--- src/rtl/rca_word_seq_ctrl.sv ---
// rca_word_seq_ctrl
//   Multi-precision adder sequencer. One WORD_W-bit ripple-carry slice is
//   time-shared across NUM_WORDS words. Words are processed least-significant
//   first, one per cycle, and the inter-word carry is held in a register.
//
//   Build option: define RCA_WORD_SEQ_SUB_EN to add the in_sub port, which
//   selects subtraction (a - b). out_cout=1 then means "no borrow".
//
// Ports
//   clk, rst             clock (rising edge) and async active-high reset
//   in_valid/in_ready    operand handshake; in_ready is high only in IDLE
//   in_a, in_b, in_cin   TOT_W-bit operands and the carry into word 0
//   in_sub               (RCA_WORD_SEQ_SUB_EN only) 1 = subtract
//   out_valid/out_ready  result handshake; out_valid is high only in DONE
//   out_sum, out_cout    TOT_W-bit sum and the carry out of the top word
//   busy                 high in RUN or DONE
module rca_word_seq_ctrl #(
    parameter int WORD_W    = 32,
    parameter int NUM_WORDS = 4
) (
    input  logic                        clk,
    input  logic                        rst,
    input  logic                        in_valid,
    output logic                        in_ready,
    input  logic [WORD_W*NUM_WORDS-1:0] in_a,
    input  logic [WORD_W*NUM_WORDS-1:0] in_b,
    input  logic                        in_cin,
`ifdef RCA_WORD_SEQ_SUB_EN
    input  logic                        in_sub,
`endif
    output logic                        out_valid,
    input  logic                        out_ready,
    output logic [WORD_W*NUM_WORDS-1:0] out_sum,
    output logic                        out_cout,
    output logic                        busy
);
    localparam int TOT_W = WORD_W * NUM_WORDS;
    localparam int IDX_W = (NUM_WORDS > 1) ? $clog2(NUM_WORDS) : 1;
    localparam logic [IDX_W-1:0] LAST_IDX = IDX_W'(NUM_WORDS - 1);

    typedef enum logic [1:0] {IDLE, RUN, DONE} state_t;

    state_t             state_q, state_d;
    logic [IDX_W-1:0]   idx_q, idx_d;
    logic               carry_q, carry_d;
    logic [TOT_W-1:0]   a_q, a_d;
    logic [TOT_W-1:0]   b_q, b_d;
    logic [TOT_W-1:0]   sum_q, sum_d;
    logic               cout_q, cout_d;

    logic [WORD_W:0]    slice;   // {carry_out, sum_word} of the shared slice
    int                 base;

    always_comb begin
        state_d = state_q;
        idx_d   = idx_q;
        carry_d = carry_q;
        a_d     = a_q;
        b_d     = b_q;
        sum_d   = sum_q;
        cout_d  = cout_q;

        base  = WORD_W * int'(idx_q);
        slice = {1'b0, a_q[base +: WORD_W]} + {1'b0, b_q[base +: WORD_W]}
              + {{WORD_W{1'b0}}, carry_q};

        case (state_q)
            IDLE: begin
                if (in_valid) begin
                    a_d     = in_a;
                    b_d     = in_b;
                    carry_d = in_cin;
`ifdef RCA_WORD_SEQ_SUB_EN
                    // a - b == a + ~b + 1; inverting B once at capture keeps
                    // the per-word datapath identical to the add case.
                    if (in_sub) begin
                        b_d     = ~in_b;
                        carry_d = 1'b1;
                    end
`endif
                    idx_d   = '0;
                    state_d = RUN;
                end
            end
            RUN: begin
                sum_d[base +: WORD_W] = slice[WORD_W-1:0];
                carry_d               = slice[WORD_W];
                if (idx_q == LAST_IDX) begin
                    // Index parks at the last word; it is cleared on accept.
                    cout_d  = slice[WORD_W];
                    state_d = DONE;
                end else begin
                    idx_d = idx_q + 1'b1;
                end
            end
            DONE: begin
                if (out_ready) state_d = IDLE;
            end
            default: state_d = IDLE;
        endcase
    end

    always_ff @(posedge clk or posedge rst) begin
        if (rst) begin
            state_q <= IDLE;
            idx_q   <= '0;
            carry_q <= 1'b0;
            a_q     <= '0;
            b_q     <= '0;
            sum_q   <= '0;
            cout_q  <= 1'b0;
        end else begin
            state_q <= state_d;
            idx_q   <= idx_d;
            carry_q <= carry_d;
            a_q     <= a_d;
            b_q     <= b_d;
            sum_q   <= sum_d;
            cout_q  <= cout_d;
        end
    end

    assign in_ready  = (state_q == IDLE);
    assign out_valid = (state_q == DONE);
    assign busy      = (state_q != IDLE);
    assign out_sum   = sum_q;
    assign out_cout  = cout_q;

endmodule

--- config.mk ---
export PLATFORM = sky130hd
export DESIGN_NAME = rca_word_seq_ctrl
export DESIGN_NICKNAME = d
export VERILOG_FILES = /design/src/rtl/rca_word_seq_ctrl.sv
export SDC_FILE = /design/constraint.sdc
export NUM_CORES = 1
export LEC_CHECK = 0
export ABC_CLOCK_PERIOD_IN_PS = 33800
export BUFFER_PORTS_ARGS = -buffer_cell sky130_fd_sc_hd__buf_4
export CAP_MARGIN = 10
export CORE_MARGIN = 8
export CORE_UTILIZATION = 51
export CTS_CLUSTER_DIAMETER = 100
export CTS_CLUSTER_SIZE = 24
export DETAILED_ROUTE_END_ITERATION = 10
export PLACE_DENSITY = 0.74
export SYNTH_ARGS = -nofsm -noshare
export SYNTH_HDL_FRONTEND = slang
export SYNTH_SLANG_ARGS = --single-unit
--- constraint.sdc ---
create_clock -name clk -period 33.8 [get_ports clk]
set_input_delay 6.76 -clock clk [delete_from_list [all_inputs] [get_ports clk]]
set_output_delay 6.76 -clock clk [all_outputs]
set_load 0.02 [all_outputs]
-- Word level (Yosys, flattened, before mapping)
Index checks and enable logic that the tools add are counted.
- word-level logic and storage cells: 40
- register bits after elaboration: 390
- output and inout port bits: 132
- bits of input ports: 261
- reductions and logical operators: 8
- shift-type cells: 4
- equal/unequal tests: 7
- $add $sub $neg: 4
- muxes and demuxes: 10
- operators with widths (kind ; number):
    variable part select 128 x 8 -> 32 bit ; 2
    bitwise mux 128 bit ; 1
    variable shift 32 x 33 -> 128 bit, first input constant ; 1
    variable part select 32 x 33 -> 128 bit ; 1
    adder 32 x 32 -> 33 bit ; 1
    adder 33 x 1 -> 33 bit ; 1
    negation 7 -> 33 bit ; 1
    2-to-1 mux 2 bit ; 5
    != test 2 bit, second input constant ; 3
    one-hot mux 2 bit (3 select lines) ; 1
    AND reduction 2 bit ; 3
    AND reduction 3 bit ; 2
    == test 2 bit, second input constant ; 2
    one-hot mux 2 bit (2 select lines) ; 1
    nonzero test 2 bit ; 2
    adder 2 x 1 -> 2 bit, second input constant ; 1
    == test 2 x 1 -> 1 bit, second input constant ; 1
    zero test 2 bit ; 1
    != test 2 x 1 -> 1 bit, second input constant ; 1
    one-hot mux 1 bit (2 select lines) ; 1
    2-to-1 mux 1 bit ; 1

-- Logic depth before layout (Yosys ltp)
- depth after elaboration: 5
- gate-level depth with buffers: 13

-- Worst setup path before layout
Ideal clock, no wire load.
- path type: input to register
- from: input port in_valid
- to: register a_q[0]
- library setup time: 0.125 ns
- stages on the path: 5
- arrival time: 8.013 ns
- path slack: 25.662 ns
- buffers on the path: 3
- cell sequence: and2_1 clkbuf_1 clkbuf_1 clkbuf_1 mux2_2
- longest elaborated chain between the ends: 1
- RTL lines (what ; RTL line ; text):
    from (decl) ; 23 ; input logic in_valid,
    AND reduction 2 bit (no source line) ; - ;
    to (signal assigned) ; 108 ; a_q <= '0;
    to (signal assigned) ; 116 ; a_q <= a_d;
    to (decl) ; 46 ; logic [TOT_W-1:0] a_q, a_d;
Every way passes these cells.
A chain may end at the register's enable or synchronous reset.

-- Worst setup path after layout
- from: input port in_valid
- to: register a_q[112]
The elaborated chain is that of the path after synthesis.

==> flow_summary.toml <==
[yosys]
synth_cell_types = 58
synth.top_cells.by_area = "dfrtp_1 55%, mux2_2 16%, mux4_2 8.2%"
syn_area_mm2 = 0.01764
async_flop_share_pct = 100.0
synth_area_per_cell_um2 = 14.04
yosysWarnings = 0
syn-num-nets = 1556
synthFlopType = "dfrtp_1"
ys_ff_latch = 390
yosysTopAreaCellShare_pct = 55.33
seq_area_frac_synth_pct = 55.33
synth_edf_count = 0
postSynthCellCount = 1256
synth_largest_area_cell = "dfrtp_1"

[clocking]
cts.sinks = 390
cts_buffers = 20
clk_pin_slew_worst_paths_ns = 0.09
h-tree-depth = 1
cts_tree = "built"
post_cts_buffers = 0
clockBufferDepth = 3
cts_resized = 0
cts_hold_buf = 0
clk_latency_ns = 0.53
clockRootBuffer = "clkbuf_16"

[finish]
final_nets = 1908
fill_cells = 2666
drive_above_1_share_pct = 47.76
fin_area_mm2 = 0.02154
final_cells = 2070
area_delta_synth_final_pct = 22.10
final_util_pct = 62.81

[sta]
finalHoldViolCount = 0
timing.setup.tns_ns = 0
clock.fmax_mhz = 110.8
grt_setup_unrepaired = "false"
finalSetupViolCount = 0
period_share_pct = 26.71
min_period_ns = 9.027
skew_ns = 0.01601
slew_headroom_pct = 18.45
final_max_slew_viol_count = 0
tightest_slew_ns = 1.220

[setup_path]
cp_num_buf_inv = 3
endpoint = "a_q[112]"
cp_max_fo = 88
critPathKind = "in -> reg"
crit_path_top_delay_cell = "buf_4"
r2r_cells = 10
crit_top_cell = "buf_4"
r2r_start = "idx_q[0]"
required_ns = 34.20
reg2reg_slack_ns = 28.71
critPathArrivalTime_ns = 9.43
r2r-end = "out_sum[57]"
end_kind = "register"
path_depth = 5
path_cells = "buf_4, and2_4, buf_4, buf_4, mux2_2"
cpLargestDelayFamily = "buffers and inverters"
crit_start = "in_valid"
crit_path_start_kind = "primary input"
max_stage_delay_ns = 0.95

[placed_design]
io_buffer_count = 392
placed_cell_area_mm2 = 0.02097
dp_cells = 2041
hpwl_mm = 36.97
place_congestion = 0.8618

[global_route]
grt_max_degree = 135
use_met1_pct = 32.41
track_usage_pct = 23.45
grt_pass1_vias = 12820
busiest_layer = "met2"
antenna_found_initial = 5
met2_usage_pct = 36.34
grt_util_met3_pct = 5.764
grt_pass1_wl_mm = 75.80
grt.overflow.total = 0

[floorplanning]
num_rows = 68
core_area_mm2 = 0.03429
start_util_pct = 51.45
die_y_um = 202.0
die_x_um = 202.0
pin_count = 393
die-area_mm2 = 0.04079

[detailed_routing]
antenna_left = 0
dr_total_vias = 11950
dr.pass1.iters = 5
viasPerCell = 5.774
drtIter0Drc = 818
wirelength_mm = 48.64
wl_per_cell_um = 23.50
drcViolationCount = 0

[job]
maxCapViolations = 0

[hold_path]
hp-class = "reg -> reg"

[outcome]
outcome = "complete, no violations"
[cell type report]
cell class                 instances  area [um^2]  area share, %
tap                              455        569.3          2.643
multi-input combinational        775         7523          34.93
inverter                          15        63.81         0.2963
clock buffer                      23        533.0          2.475
timing repair buffer             406         3048          14.15
clock inverter                     1        20.02        0.09295
antenna                            5        12.51        0.05810
sequential                       390         9767          45.35
[metrics by stage]
| step | hold slack, ns | setup slack, ns |
|---|---|---|
| after global placement | 0.4688 | 24.28 |
| final | 0.5014 | 24.77 |
| after floorplan | 0.4752 | 16.20 |
| after detailed placement | 0.4769 | 24.25 |
| after CTS | 0.5014 | 24.83 |
| after global routing | 0.5202 | 24.62 |
[tightest hold or removal path: cells and delay by family (launching register included)]
kind | cells | cell delay (ns)
DFF | 1 | 0.37
AOI/OAI and AO/OA | 1 | 0.06
and+or+nand+nor | 1 | 0.05
[cell usage after synthesis, types with 2 or more instances]
| library cell | count |
|---|---|
| a211oi_1 | 4 |
| a21o_1 | 7 |
| a21oi_1 | 35 |
| a21oi_2 | 2 |
| a221oi_1 | 2 |
| a22o_1 | 97 |
| a311oi_1 | 2 |
| a31o_2 | 3 |
| a31oi_1 | 6 |
| and2_1 | 4 |
| and3_1 | 7 |
| buf_1 | 5 |
| buf_2 | 20 |
| clkbuf_1 | 51 |
| dfrtp_1 | 390 |
| fa_1 | 2 |
| ha_1 | 37 |
| inv_1 | 15 |
| mux2_2 | 256 |
| mux4_2 | 64 |
| nand2_1 | 63 |
| nand2b_1 | 5 |
| nand3_1 | 11 |
| nand4_1 | 9 |
| nor2_1 | 25 |
| nor2b_1 | 3 |
| nor3_1 | 7 |
| o211ai_1 | 9 |
| o21a_1 | 3 |
| o21ai_0 | 54 |
| o21ai_1 | 5 |
| o21bai_1 | 3 |
| xnor2_1 | 17 |
| xor2_1 | 9 |
[cell usage in the layout, fill, tap and decap left out, types with 3 or more instances in the layout]
| cell | count |
|---|---|
| a22o_1 | 97 |
| a211oi_1 | 4 |
| nor3_1 | 6 |
| xnor2_1 | 17 |
| o21a_1 | 3 |
| xor2_1 | 9 |
| mux2_2 | 256 |
| and3_1 | 7 |
| ha_1 | 37 |
| inv_1 | 14 |
| a31oi_1 | 6 |
| o21bai_1 | 3 |
| nand4_1 | 9 |
| nor2b_1 | 3 |
| nand3_1 | 11 |
| a21o_1 | 7 |
| nand2b_1 | 5 |
| o21ai_0 | 54 |
| o21ai_1 | 5 |
| a31o_2 | 3 |
| dfrtp_1 | 388 |
| clkbuf_16 | 21 |
| and2_1 | 3 |
| mux4_2 | 64 |
| diode_2 | 5 |
| o211ai_1 | 9 |
| a21oi_1 | 35 |
| nand2_1 | 63 |
| buf_4 | 406 |
| nor2_1 | 24 |
[layer usage]
metal / vias up / wire length [um]
li1: 5381 / -
met3: 62 / 3520
met1: 6092 / 20980
met5: - / 0
met4: 0 / 1407
met2: 418 / 22740
[cells by family after synthesis]
| group | share of synthesized area [%] |
|---|---|
| AND/OR/NAND/NOR | 3.823 |
| AO/OA/AOI/OAI | 10.02 |
| buffers and inverters | 2.078 |
| adder cells (fa/ha/maj) | 2.851 |
| XOR/XNOR | 1.383 |
| flip-flops | 55.33 |
| multiplexers | 24.51 |
[worst min path at each step]
stage / startpoint / cells past startpoint / to
after CTS: out_sum[84] / 2 / out_sum[84]
after detailed placement: out_sum[48] / 2 / out_sum[48]
final: out_sum[48] / 2 / out_sum[48]
after global placement: out_sum[34] / 2 / out_sum[34]
after floorplan: a_q[85] / 1 / a_q[85]
after global routing: out_sum[48] / 2 / out_sum[48]
[state kept, by name (all words and copies together), names as in the netlist]
signal and cells:
out_sum 128, out_cout 1, idx_q 2, state_q 2, a_q 128, carry_q 1
b_q 128
Power is left out: the tool's default activity adds up to more than one toggle a clock period on the data nets, which glitch-free logic cannot reach.
